$ cat config.mk
export PLATFORM = sky130hd
export DESIGN_NAME = hazard_fwd_unit
export DESIGN_NICKNAME = d
export VERILOG_FILES = /design/src/rtl/hazard_fwd_unit_pkg.sv /design/src/rtl/hazard_fwd_unit_fwd_cmp.sv /design/src/rtl/hazard_fwd_unit.sv
export SDC_FILE = /design/constraint.sdc
export NUM_CORES = 1
export LEC_CHECK = 0
export CELL_PAD_IN_SITES_DETAIL_PLACEMENT = 1
export CELL_PAD_IN_SITES_GLOBAL_PLACEMENT = 2
export CORE_MARGIN = 3
export CORE_UTILIZATION = 31
export CTS_BUF_LIST = sky130_fd_sc_hd__clkbuf_4 sky130_fd_sc_hd__clkbuf_8 sky130_fd_sc_hd__clkbuf_16
export DETAILED_ROUTE_END_ITERATION = 7
export PLACE_DENSITY_LB_ADDON = 0.15
export REMOVE_ABC_BUFFERS = 1
export SETUP_SLACK_MARGIN = 0.2
export SLEW_MARGIN = 20
export SYNTH_ARGS = -nofsm -noshare
export SYNTH_HDL_FRONTEND = slang
export SYNTH_SLANG_ARGS = --single-unit
$ cat constraint.sdc
create_clock -name clk -period 5.8 [get_ports clk]
set_input_delay 1.74 -clock clk [delete_from_list [all_inputs] [get_ports clk]]
set_output_delay 1.74 -clock clk [all_outputs]
set_load 0.01 [all_outputs]
$ cat src/rtl/hazard_fwd_unit_pkg.sv
// Shared pipeline constants: EX operand mux select codes and hazard FSM states.
// The datapath operand muxes decode the same SEL_* codes.
package hazard_fwd_unit_pkg;

    localparam logic [1:0] SEL_RF    = 2'b00;
    localparam logic [1:0] SEL_EXMEM = 2'b01;
    localparam logic [1:0] SEL_MEMWB = 2'b10;
    localparam logic [1:0] SEL_IMM   = 2'b11;

    typedef enum logic [1:0] {
        ST_RUN   = 2'b00,
        ST_STALL = 2'b01,
        ST_FLUSH = 2'b10
    } fsm_state_e;

    // The younger producer (ID/EX) wins over the older one (EX/MEM).
    function automatic logic [1:0] pick_sel(input logic idex_hit, input logic exmem_hit);
        logic [1:0] sel;
        if (idex_hit) begin
            sel = SEL_EXMEM;
        end else if (exmem_hit) begin
            sel = SEL_MEMWB;
        end else begin
            sel = SEL_RF;
        end
        return sel;
    endfunction

endpackage

$ cat src/rtl/hazard_fwd_unit_fwd_cmp.sv
// Per-operand forwarding comparator: matches one ID source index against the
// ID/EX and EX/MEM shadow tags and returns the register/forward select code.
module fwd_cmp
    import hazard_fwd_unit_pkg::*;
#(
    parameter int REG_W = 5
) (
    input  logic [REG_W-1:0] i_src,
    input  logic             i_use,
    input  logic [REG_W-1:0] i_idex_dest,
    input  logic             i_idex_rw,
    input  logic [REG_W-1:0] i_exmem_dest,
    input  logic             i_exmem_rw,
    output logic [1:0]       o_sel
);

    logic w_idex_hit;
    logic w_exmem_hit;

    // Register 0 is hardwired, so a write to it never produces a forward.
    assign w_idex_hit  = i_use && i_idex_rw && (i_idex_dest != {REG_W{1'b0}})
                         && (i_idex_dest == i_src);
    assign w_exmem_hit = i_use && i_exmem_rw && (i_exmem_dest != {REG_W{1'b0}})
                         && (i_exmem_dest == i_src);

    assign o_sel = pick_sel(w_idex_hit, w_exmem_hit);

endmodule

$ cat src/rtl/hazard_fwd_unit.sv
// Hazard detection and forwarding control for a 5-stage pipeline: registered
// EX operand selects, load-use stall / branch flush FSM and event counters.
module hazard_fwd_unit
    import hazard_fwd_unit_pkg::*;
#(
    parameter int REG_W = 5,
    parameter int CNT_W = 16
) (
    input  logic             clk,
    input  logic             rst_n,
    input  logic             id_valid,
    input  logic [REG_W-1:0] id_rs,
    input  logic [REG_W-1:0] id_rt,
    input  logic             id_use_rs,
    input  logic             id_use_rt,
    input  logic             id_use_imm,
    input  logic [REG_W-1:0] id_dest,
    input  logic             id_regwrite,
    input  logic             id_is_load,
    input  logic             ex_branch_taken,
    output logic [1:0]       fwd_a_sel,
    output logic [1:0]       fwd_b_sel,
    output logic             stall,
    output logic             bubble,
    output logic             flush,
    output logic [CNT_W-1:0] stall_cnt,
    output logic [CNT_W-1:0] flush_cnt
);

    localparam logic [CNT_W-1:0] CNT_MAX = {CNT_W{1'b1}};
    localparam logic [CNT_W-1:0] CNT_ONE = {{(CNT_W-1){1'b0}}, 1'b1};

    fsm_state_e       r_state;
    fsm_state_e       w_next_state;
    logic [REG_W-1:0] r_idex_dest;
    logic             r_idex_rw;
    logic             r_idex_load;
    logic [REG_W-1:0] r_exmem_dest;
    logic             r_exmem_rw;
    logic             r_exmem_load;
    logic [1:0]       r_fwd_a_sel;
    logic [1:0]       r_fwd_b_sel;
    logic [CNT_W-1:0] r_stall_cnt;
    logic [CNT_W-1:0] r_flush_cnt;
    logic [1:0]       w_cmp_a;
    logic [1:0]       w_cmp_b;
    logic [1:0]       w_sel_b;
    logic             w_hazard;
    logic             w_stall;
    logic             w_bubble;
    logic             w_flush;

    fwd_cmp #(.REG_W(REG_W)) u_cmp_a (
        .i_src        (id_rs),
        .i_use        (id_use_rs),
        .i_idex_dest  (r_idex_dest),
        .i_idex_rw    (r_idex_rw),
        .i_exmem_dest (r_exmem_dest),
        .i_exmem_rw   (r_exmem_rw),
        .o_sel        (w_cmp_a)
    );

    fwd_cmp #(.REG_W(REG_W)) u_cmp_b (
        .i_src        (id_rt),
        .i_use        (id_use_rt),
        .i_idex_dest  (r_idex_dest),
        .i_idex_rw    (r_idex_rw),
        .i_exmem_dest (r_exmem_dest),
        .i_exmem_rw   (r_exmem_rw),
        .o_sel        (w_cmp_b)
    );

    assign w_sel_b = id_use_imm ? SEL_IMM : w_cmp_b;

    // A load in EX cannot supply its data in time for a dependent instruction in ID.
    assign w_hazard = id_valid && r_idex_load && r_idex_rw
                      && (r_idex_dest != {REG_W{1'b0}})
                      && (((r_idex_dest == id_rs) && id_use_rs)
                          || ((r_idex_dest == id_rt) && id_use_rt && !id_use_imm));

    // Next-state and stall/bubble/flush decode; a taken branch overrides the hazard.
    always_comb begin
        w_next_state = ST_RUN;
        w_stall      = 1'b0;
        w_bubble     = 1'b0;
        w_flush      = 1'b0;
        if (!rst_n) begin
            w_next_state = ST_RUN;
        end else begin
            case (r_state)
                ST_RUN: begin
                    if (ex_branch_taken) begin
                        w_flush      = 1'b1;
                        w_bubble     = 1'b1;
                        w_next_state = ST_FLUSH;
                    end else if (w_hazard) begin
                        w_stall      = 1'b1;
                        w_bubble     = 1'b1;
                        w_next_state = ST_STALL;
                    end else begin
                        w_next_state = ST_RUN;
                    end
                end
                ST_STALL: begin
                    if (ex_branch_taken) begin
                        w_flush      = 1'b1;
                        w_bubble     = 1'b1;
                        w_next_state = ST_FLUSH;
                    end else begin
                        w_next_state = ST_RUN;
                    end
                end
                ST_FLUSH: begin
                    if (ex_branch_taken) begin
                        w_flush  = 1'b1;
                        w_bubble = 1'b1;
                    end else begin
                        w_flush  = 1'b0;
                    end
                    w_next_state = ST_RUN;
                end
                default: begin
                    w_next_state = ST_RUN;
                end
            endcase
        end
    end

    // FSM state register.
    always_ff @(posedge clk) begin
        if (!rst_n) begin
            r_state <= ST_RUN;
        end else begin
            r_state <= w_next_state;
        end
    end

    // Shadow tags follow the instruction down the pipe; a held or flushed ID becomes a bubble.
    always_ff @(posedge clk) begin
        if (!rst_n) begin
            r_idex_dest  <= {REG_W{1'b0}};
            r_idex_rw    <= 1'b0;
            r_idex_load  <= 1'b0;
            r_exmem_dest <= {REG_W{1'b0}};
            r_exmem_rw   <= 1'b0;
            r_exmem_load <= 1'b0;
        end else begin
            r_exmem_dest <= r_idex_dest;
            r_exmem_rw   <= r_idex_rw;
            r_exmem_load <= r_idex_load;
            if (id_valid && !w_stall && !w_flush) begin
                r_idex_dest <= id_dest;
                r_idex_rw   <= id_regwrite;
                r_idex_load <= id_is_load;
            end else begin
                r_idex_dest <= {REG_W{1'b0}};
                r_idex_rw   <= 1'b0;
                r_idex_load <= 1'b0;
            end
        end
    end

    // Selects are registered so they line up with the instruction once it reaches EX.
    always_ff @(posedge clk) begin
        if (!rst_n) begin
            r_fwd_a_sel <= SEL_RF;
            r_fwd_b_sel <= SEL_RF;
        end else if (w_stall || w_flush || !id_valid) begin
            r_fwd_a_sel <= SEL_RF;
            r_fwd_b_sel <= SEL_RF;
        end else begin
            r_fwd_a_sel <= w_cmp_a;
            r_fwd_b_sel <= w_sel_b;
        end
    end

    // Saturating stall/flush event counters.
    always_ff @(posedge clk) begin
        if (!rst_n) begin
            r_stall_cnt <= {CNT_W{1'b0}};
            r_flush_cnt <= {CNT_W{1'b0}};
        end else begin
            if (w_stall && (r_stall_cnt != CNT_MAX)) begin
                r_stall_cnt <= r_stall_cnt + CNT_ONE;
            end else begin
                r_stall_cnt <= r_stall_cnt;
            end
            if (w_flush && (r_flush_cnt != CNT_MAX)) begin
                r_flush_cnt <= r_flush_cnt + CNT_ONE;
            end else begin
                r_flush_cnt <= r_flush_cnt;
            end
        end
    end

    assign fwd_a_sel = r_fwd_a_sel;
    assign fwd_b_sel = r_fwd_b_sel;
    assign stall     = w_stall;
    assign bubble    = w_bubble;
    assign flush     = w_flush;
    assign stall_cnt = r_stall_cnt;
    assign flush_cnt = r_flush_cnt;

endmodule

==> reports/metrics.cfg, run 1 <==
[run_status]
status = finished, final reports clean

[clock_tree]
cts_buffer_depth = 2
cts-buffers-inserted = 5
ctsResizeCount = 2
cts_hold_buffers = 0
cts_tree = done
cts_root_buffer = clkbuf_8
cts_sinks = 51
htreeDepth = 2
clkTransAtPathRegs_ns = 0.09
worstSkewPairLatency_ns = 0.30
cts_setup_buffers = 0

[timing]
achievable-frequency_mhz = 185.9
hold_viol = 0
worstMarginPinSlew_ns = 0.5251
setup_violations = 0
rsz0062_at_grt = false
holdWs_ns = 0.5034
finalCriticalPeriod_ns = 5.381
period_share_pct = 92.77
skew_ns = 0.005771
slew_violations = 0
setup_tns_ns = 0
slew_headroom_pct = 64.88

[critical_path]
cp_slowest_cell = clkdlybuf4s50_1
critPathCaptureType = output port
path_max_fanout = 16
start_kind = input port
crit_type = in -> out
max_stage_delay_ns = 0.47
crit_required_ns = 4.06
crit_chain = clkdlybuf4s50_1, xor2_1, nor4_1, and3_2, nor2_2, buf_4, nor3_1, dlygate4sd2_1
cp.arrival_ns = 3.64

[synth]
syn_area_um2 = 2520
synth_edf_count = 0
ys_seq_elements = 51
synth-compound-area-share_pct = 8.739
synthSimpleGateAreaFrac_pct = 31.83
synth_commonest_cells = dfxtp_1 (51), nand2_1 (28), nor2_1 (20), xnor2_1 (16), xor2_1 (15)
postSynthCellCount = 289
syn_avg_cell_area_um2 = 8.719
yosys_most_used_dff = dfxtp_1
synth_top_family_by_area = simple AND/OR/NAND/NOR gates
yosys.area.top_type = dfxtp_1
synthArstFlopShare_pct = 0
synthXorXnorAreaFrac_pct = 10.77
seq_area_frac_synth_pct = 40.52
ys_warn_count = 0
ys_types = 38
netlist_top_cells_area = dfxtp_1 (41%), xnor2_1 (5.6%), xor2_1 (5.2%), nand2_1 (4.2%), and2_1 (3.5%)
yosysMostFrequentCell = dfxtp_1
netlist.area_leader.share_pct = 40.52
synthAdderAreaFrac_pct = 2.483
muxShareOfSynthArea_pct = 3.178

[pwr]
p_sw_w = 0.0001538
power_density_nw_per_um2 = 197.9
ir_worst_vdd_uv = 125.3
power.total_w = 0.0006704
pwr-share-clk_pct = 37.2
pwr-share-seq_pct = 53.8
leakage_nw = 1.152
share_comb_of_total_power_pct = 9.1
p_sw_share_pct = 22.94
p_int_w = 0.0005166

[routing]
ant_nets = 0
drc = 0
wirelength_um = 6697
first_iter_violations = 68
wl_per_cell_um = 14.62
vias = 2315
dr.pass1.iters = 4
viasPerCell = 5.055

[cells_and_area]
fin_cells = 458
multi_input_area_um2 = 1436
diodes = 0
finish.net_count = 384
syn2layout_area_growth_pct = 34.41
drive_gt1_share_pct = 7.022
final-seq-area_um2 = 1021
fillers = 934

[global_routing]
grt_antenna_before_repair = 0
first_global_vias = 2341
grt_max_degree = 23
grt_overflow = 0
grt_pass1_wl_um = 11120
grt_util_all_layers_pct = 15.26

[die]
die_h_um = 96.16
chipWidth_um = 96.16
rows = 32
core_um2 = 7807
die_area_um2 = 9247
start_util_pct = 32.28
ioPinCount = 63

[placed_design]
placed_cells_incl_taps = 450
portBuffers = 62
gp_congestion = 0.7703
dpl.hpwl_um = 5142

[min_path]
hold_path.class = reg -> reg

[flow_run]
drv_cap = 0

[per-stage QoR]
| stage | util (%) | setup WS (ns) | cell area, um^2 |
|---|---|---|---|
| 2_1_floorplan | - | 1.000 | 2476 |
| 3_3_place_gp | 41.97 | 0.1020 | 3277 |
| 3_5_place_dp | 41.97 | 0.08713 | 3277 |
| 4_1_cts | 43.38 | 0.3793 | 3387 |
| 5_1_grt | 43.38 | 0.2805 | 3387 |
| 6_report | 43.38 | 0.4194 | 3387 |
[worst max-delay path: cells and delay by family]
family	cells	cell delay (ns)
buf+inv	3	0.96
simple gates	4	0.77
xor+xnor	1	0.16
[power groups by stage]
stage | Clock, W | Sequential, W | Combinational (W)
floorplan | 0 | 0.000368 | 0.0000252
global placement | 0 | 0.000369 | 0.0000608
detailed placement | 0 | 0.000369 | 0.0000616
CTS | 0.000257 | 0.000361 | 0.0000617
global route | 0.000271 | 0.000362 | 0.0000671
finish | 0.000249 | 0.000360 | 0.0000607
[per-layer routing]
metal  part of all wire (%)  track usage, %  up-vias
li1                       -               -     1150
met1                     48           20.01     1123
met2                     48           25.53       36
met3                    2.7           2.580        6
met4                    1.2           4.502        0
met5                      0               0        -
[final cells by class]
type,count,area share [%]
Tap cell,102,3.768
Inverter,5,0.5541
Clock inverter,3,1.293
Clock buffer,5,2.032
Sequential cell,51,30.14
Timing Repair Buffer,69,19.80
Multi-Input combinational cell,223,42.41
[state kept, by name, summed over array words and instances (netlist names)]
| signal | flops |
|---|---|
| fwd_b_sel | 2 |
| stall_cnt | 16 |
| r_state | 2 |
| r_exmem_rw | 1 |
| r_idex_rw | 1 |
| fwd_a_sel | 2 |
| r_idex_dest | 5 |
| r_idex_load | 1 |
| flush_cnt | 16 |
| r_exmem_dest | 5 |
[worst paths after layout]
path	cells past startpoint	start	slack (ns)	endpoint
worst max-delay path	8	id_rs[3]	0.42	stall
worst min-delay path	1	r_idex_rw	0.50	r_exmem_rw
worst max register to register	6	stall_cnt[7]	3.57	stall_cnt[14]
worst min register to register	1	r_idex_rw	0.50	r_exmem_rw
[cell families after synthesis]
kind of cell    count (synthesis)
buf+inv                        15
mux                             8
flops                          51
xor+xnor                       31
compound gates                 34
simple gates                  145
fa+ha+maj                       5
[cell usage in the layout, fill, tap and decap left out, types with 2 or more instances in the layout]
cell type / n
nand2_1: 28
dlygate4sd2_1: 2
or3_1: 5
and4_1: 2
xnor2_1: 16
nand4_1: 14
buf_4: 7
xor2_1: 15
nor2b_1: 3
nand2b_1: 7
nor4_1: 6
dfxtp_1: 51
nand3_1: 14
and3_2: 2
o31ai_1: 4
o21a_1: 2
clkdlybuf4s50_1: 60
and3_1: 5
o31a_1: 2
clkbuf_8: 5
ha_1: 5
nor2_1: 20
nor3_1: 9
or4_1: 7
inv_1: 5
nand3b_1: 2
and2_1: 14
a21oi_1: 10
o21ai_0: 12
nor4_2: 3
mux2i_1: 8
Note: power is estimated with default switching activity, not from simulation.
==> run 2: changes to the inputs <==
Settings changed: CORE_MARGIN 3 to 2.
==> reports/metrics.cfg, run 2 (synthesis gave the netlist of run 1 again) <==
[critical_path]
max_stage_delay_ns = 0.45  ; -0.02 ns
cp_slowest_cell = clkdlybuf4s50_1
crit_type = in -> out
cp.arrival_ns = 3.74  ; +0.10 ns
critPathCaptureType = output port
start_kind = input port
crit_chain = clkdlybuf4s50_1, xor2_1, nor4_1, and3_2, nor2_2, o31a_1, nor3_1, dlygate4sd2_1
crit_required_ns = 4.06  ; about the same
path_max_fanout = 2  ; -14

[routing]
drc = 0  ; unchanged
wirelength_um = 6846  ; +2.2%
first_iter_violations = 70  ; +2.9%
viasPerCell = 4.991  ; -1.3%
wl_per_cell_um = 14.95  ; +2.2%
vias = 2286  ; -1.3%
ant_nets = 0  ; unchanged
dr.pass1.iters = 4  ; unchanged

[cells_and_area]
final_util_pct = 43.45  ; +0.064 points
fillers = 932  ; -0.21%
finish.net_count = 384  ; unchanged
drive_gt1_share_pct = 7.022  ; unchanged
final_cell_mix = clkdlybuf4s50_1 (60), dfxtp_1 (51), nand2_1 (28)
syn2layout_area_growth_pct = 34.61
mostFrequentLayoutCell = clkdlybuf4s50_1
diodes = 0  ; unchanged

[timing]
rsz0062_at_grt = false
setup_tns_ns = 0  ; unchanged
setup_violations = 0  ; unchanged
worstMarginPinSlew_ns = 0.5474  ; +0.02229 ns
period_share_pct = 94.46  ; +1.7 points
finalCriticalPeriod_ns = 5.479  ; +0.09831 ns
slew_headroom_pct = 63.51  ; -1.4 points
skew_ns = 0.01250  ; +0.006733 ns
slew_violations = 0  ; unchanged
achievable-frequency_mhz = 182.5  ; -1.8%
hold_viol = 0  ; unchanged

[clock_tree]
htreeDepth = 2  ; unchanged
cts-buffers-inserted = 5  ; unchanged
cts_hold_buffers = 0  ; unchanged
cts_tree = done
cts_root_buffer = clkbuf_8
cts_sinks = 51  ; unchanged
cts_buffer_depth = 2  ; unchanged
worstSkewPairLatency_ns = 0.30  ; about the same
clkTransAtPathRegs_ns = 0.09  ; about the same

[placed_design]
gp_congestion = 0.8233  ; +6.9%
portBuffers = 62  ; unchanged
dpl.hpwl_um = 5153  ; +0.20%

[die]
die_area_um2 = 8866  ; -4.1%
die_h_um = 94.16  ; -2.1%
start_util_pct = 32.28  ; unchanged
ioPinCount = 63  ; unchanged
core_um2 = 7807  ; unchanged
chipWidth_um = 94.16  ; -2.1%
rows = 32  ; unchanged

[global_routing]
grt_max_degree = 20  ; -13%
grt_pass1_wl_um = 11510  ; +3.5%
grt_util_all_layers_pct = 16.16  ; +0.91 points
grt_antenna_before_repair = 0  ; unchanged
grt_overflow = 0  ; unchanged
first_global_vias = 2306  ; -1.5%

[pwr]
power_density_nw_per_um2 = 201.2  ; +1.7%
ir_worst_vdd_uv = 74.43  ; -41%
leakage_nw = 1.155  ; +0.27%

[min_path]
hold_path.class = reg -> reg

[flow_run]
drv_cap = 0  ; unchanged

[run_status]
status = finished, final reports clean

run 2: timing repair:
item                                   4_1_cts  5_1_grt
setup endpoints to repair                    2        1
cloned                                       0        0
buffers inserted                             0        0
gates resized for setup                      2        0
endpoints found under the hold margin        0        0
pin swaps                                    0        1
run 2: per-stage QoR:
| stage | instances | setup slack, ns | area [um^2] | total power [W] | hold WS [ns] |
|---|---|---|---|---|---|
| finish | 458 | 0.3211 | 3392 | 0.0006825 | 0.4876 |
| detailed placement | 450 | 0.001264 | 3277 | 0.0004308 | 0.4816 |
| global placement | 450 | 0.1117 | 3277 | 0.0004303 | 0.4770 |
| floorplan | 279 | 1.000 | 2476 | 0.0003932 | 0.4613 |
| global route | 458 | 0.2109 | 3392 | 0.0007149 | 0.5284 |
| CTS | 458 | 0.2945 | 3392 | 0.0006937 | 0.4955 |
run 2: report_power, final:
part	internal [W]	leakage, nW	switching (W)
logic	0.0000330	0.682	0.0000280
registers	0.000355	0.413	0.00000541
clock network	0.000140	0.0612	0.000121
total	0.000528	1.16	0.000155
run 2: critical path: cells and delay by family:
family	cells	cell delay [ns]
and+or+nand+nor	4	0.80
buffers and inverters	2	0.74
AOI/OAI and AO/OA	1	0.29
xor gates and xnor gates	1	0.16
run 2: area by class of cell:
type	count	area (um^2)	share of cell area, %
repair buffers	69	670.6	19.77
clock inverters	2	35.03	1.033
flip-flops and latches	51	1021	30.10
clock buffers	6	82.58	2.435
inverters	5	18.77	0.5533
multi-input cells	223	1436	42.35
well taps	102	127.6	3.762
run 2: per-layer routing:
metal,share of wire (%),track usage [%]
met1,48,20.69
met2,49,28.33
met3,3.3,3.210
met4,0.53,2.899
met5,0,0
run 2: final timing paths:
path                        from             to  slack, ns  cells past startpoint
setup reg to reg  r_idex_dest[1]   fwd_a_sel[0]       3.60                      7
setup / recovery        id_rs[1]         bubble       0.32                      8
hold reg to reg    stall_cnt[10]  stall_cnt[10]       0.49                      2
hold / removal     stall_cnt[10]  stall_cnt[10]       0.49                      2
==> run 3: changes to the inputs <==
Settings changed: CAP_MARGIN from default to 15.
==> results of run 3 <==
Final layout, timing and power as in run 2 (identical DEF).
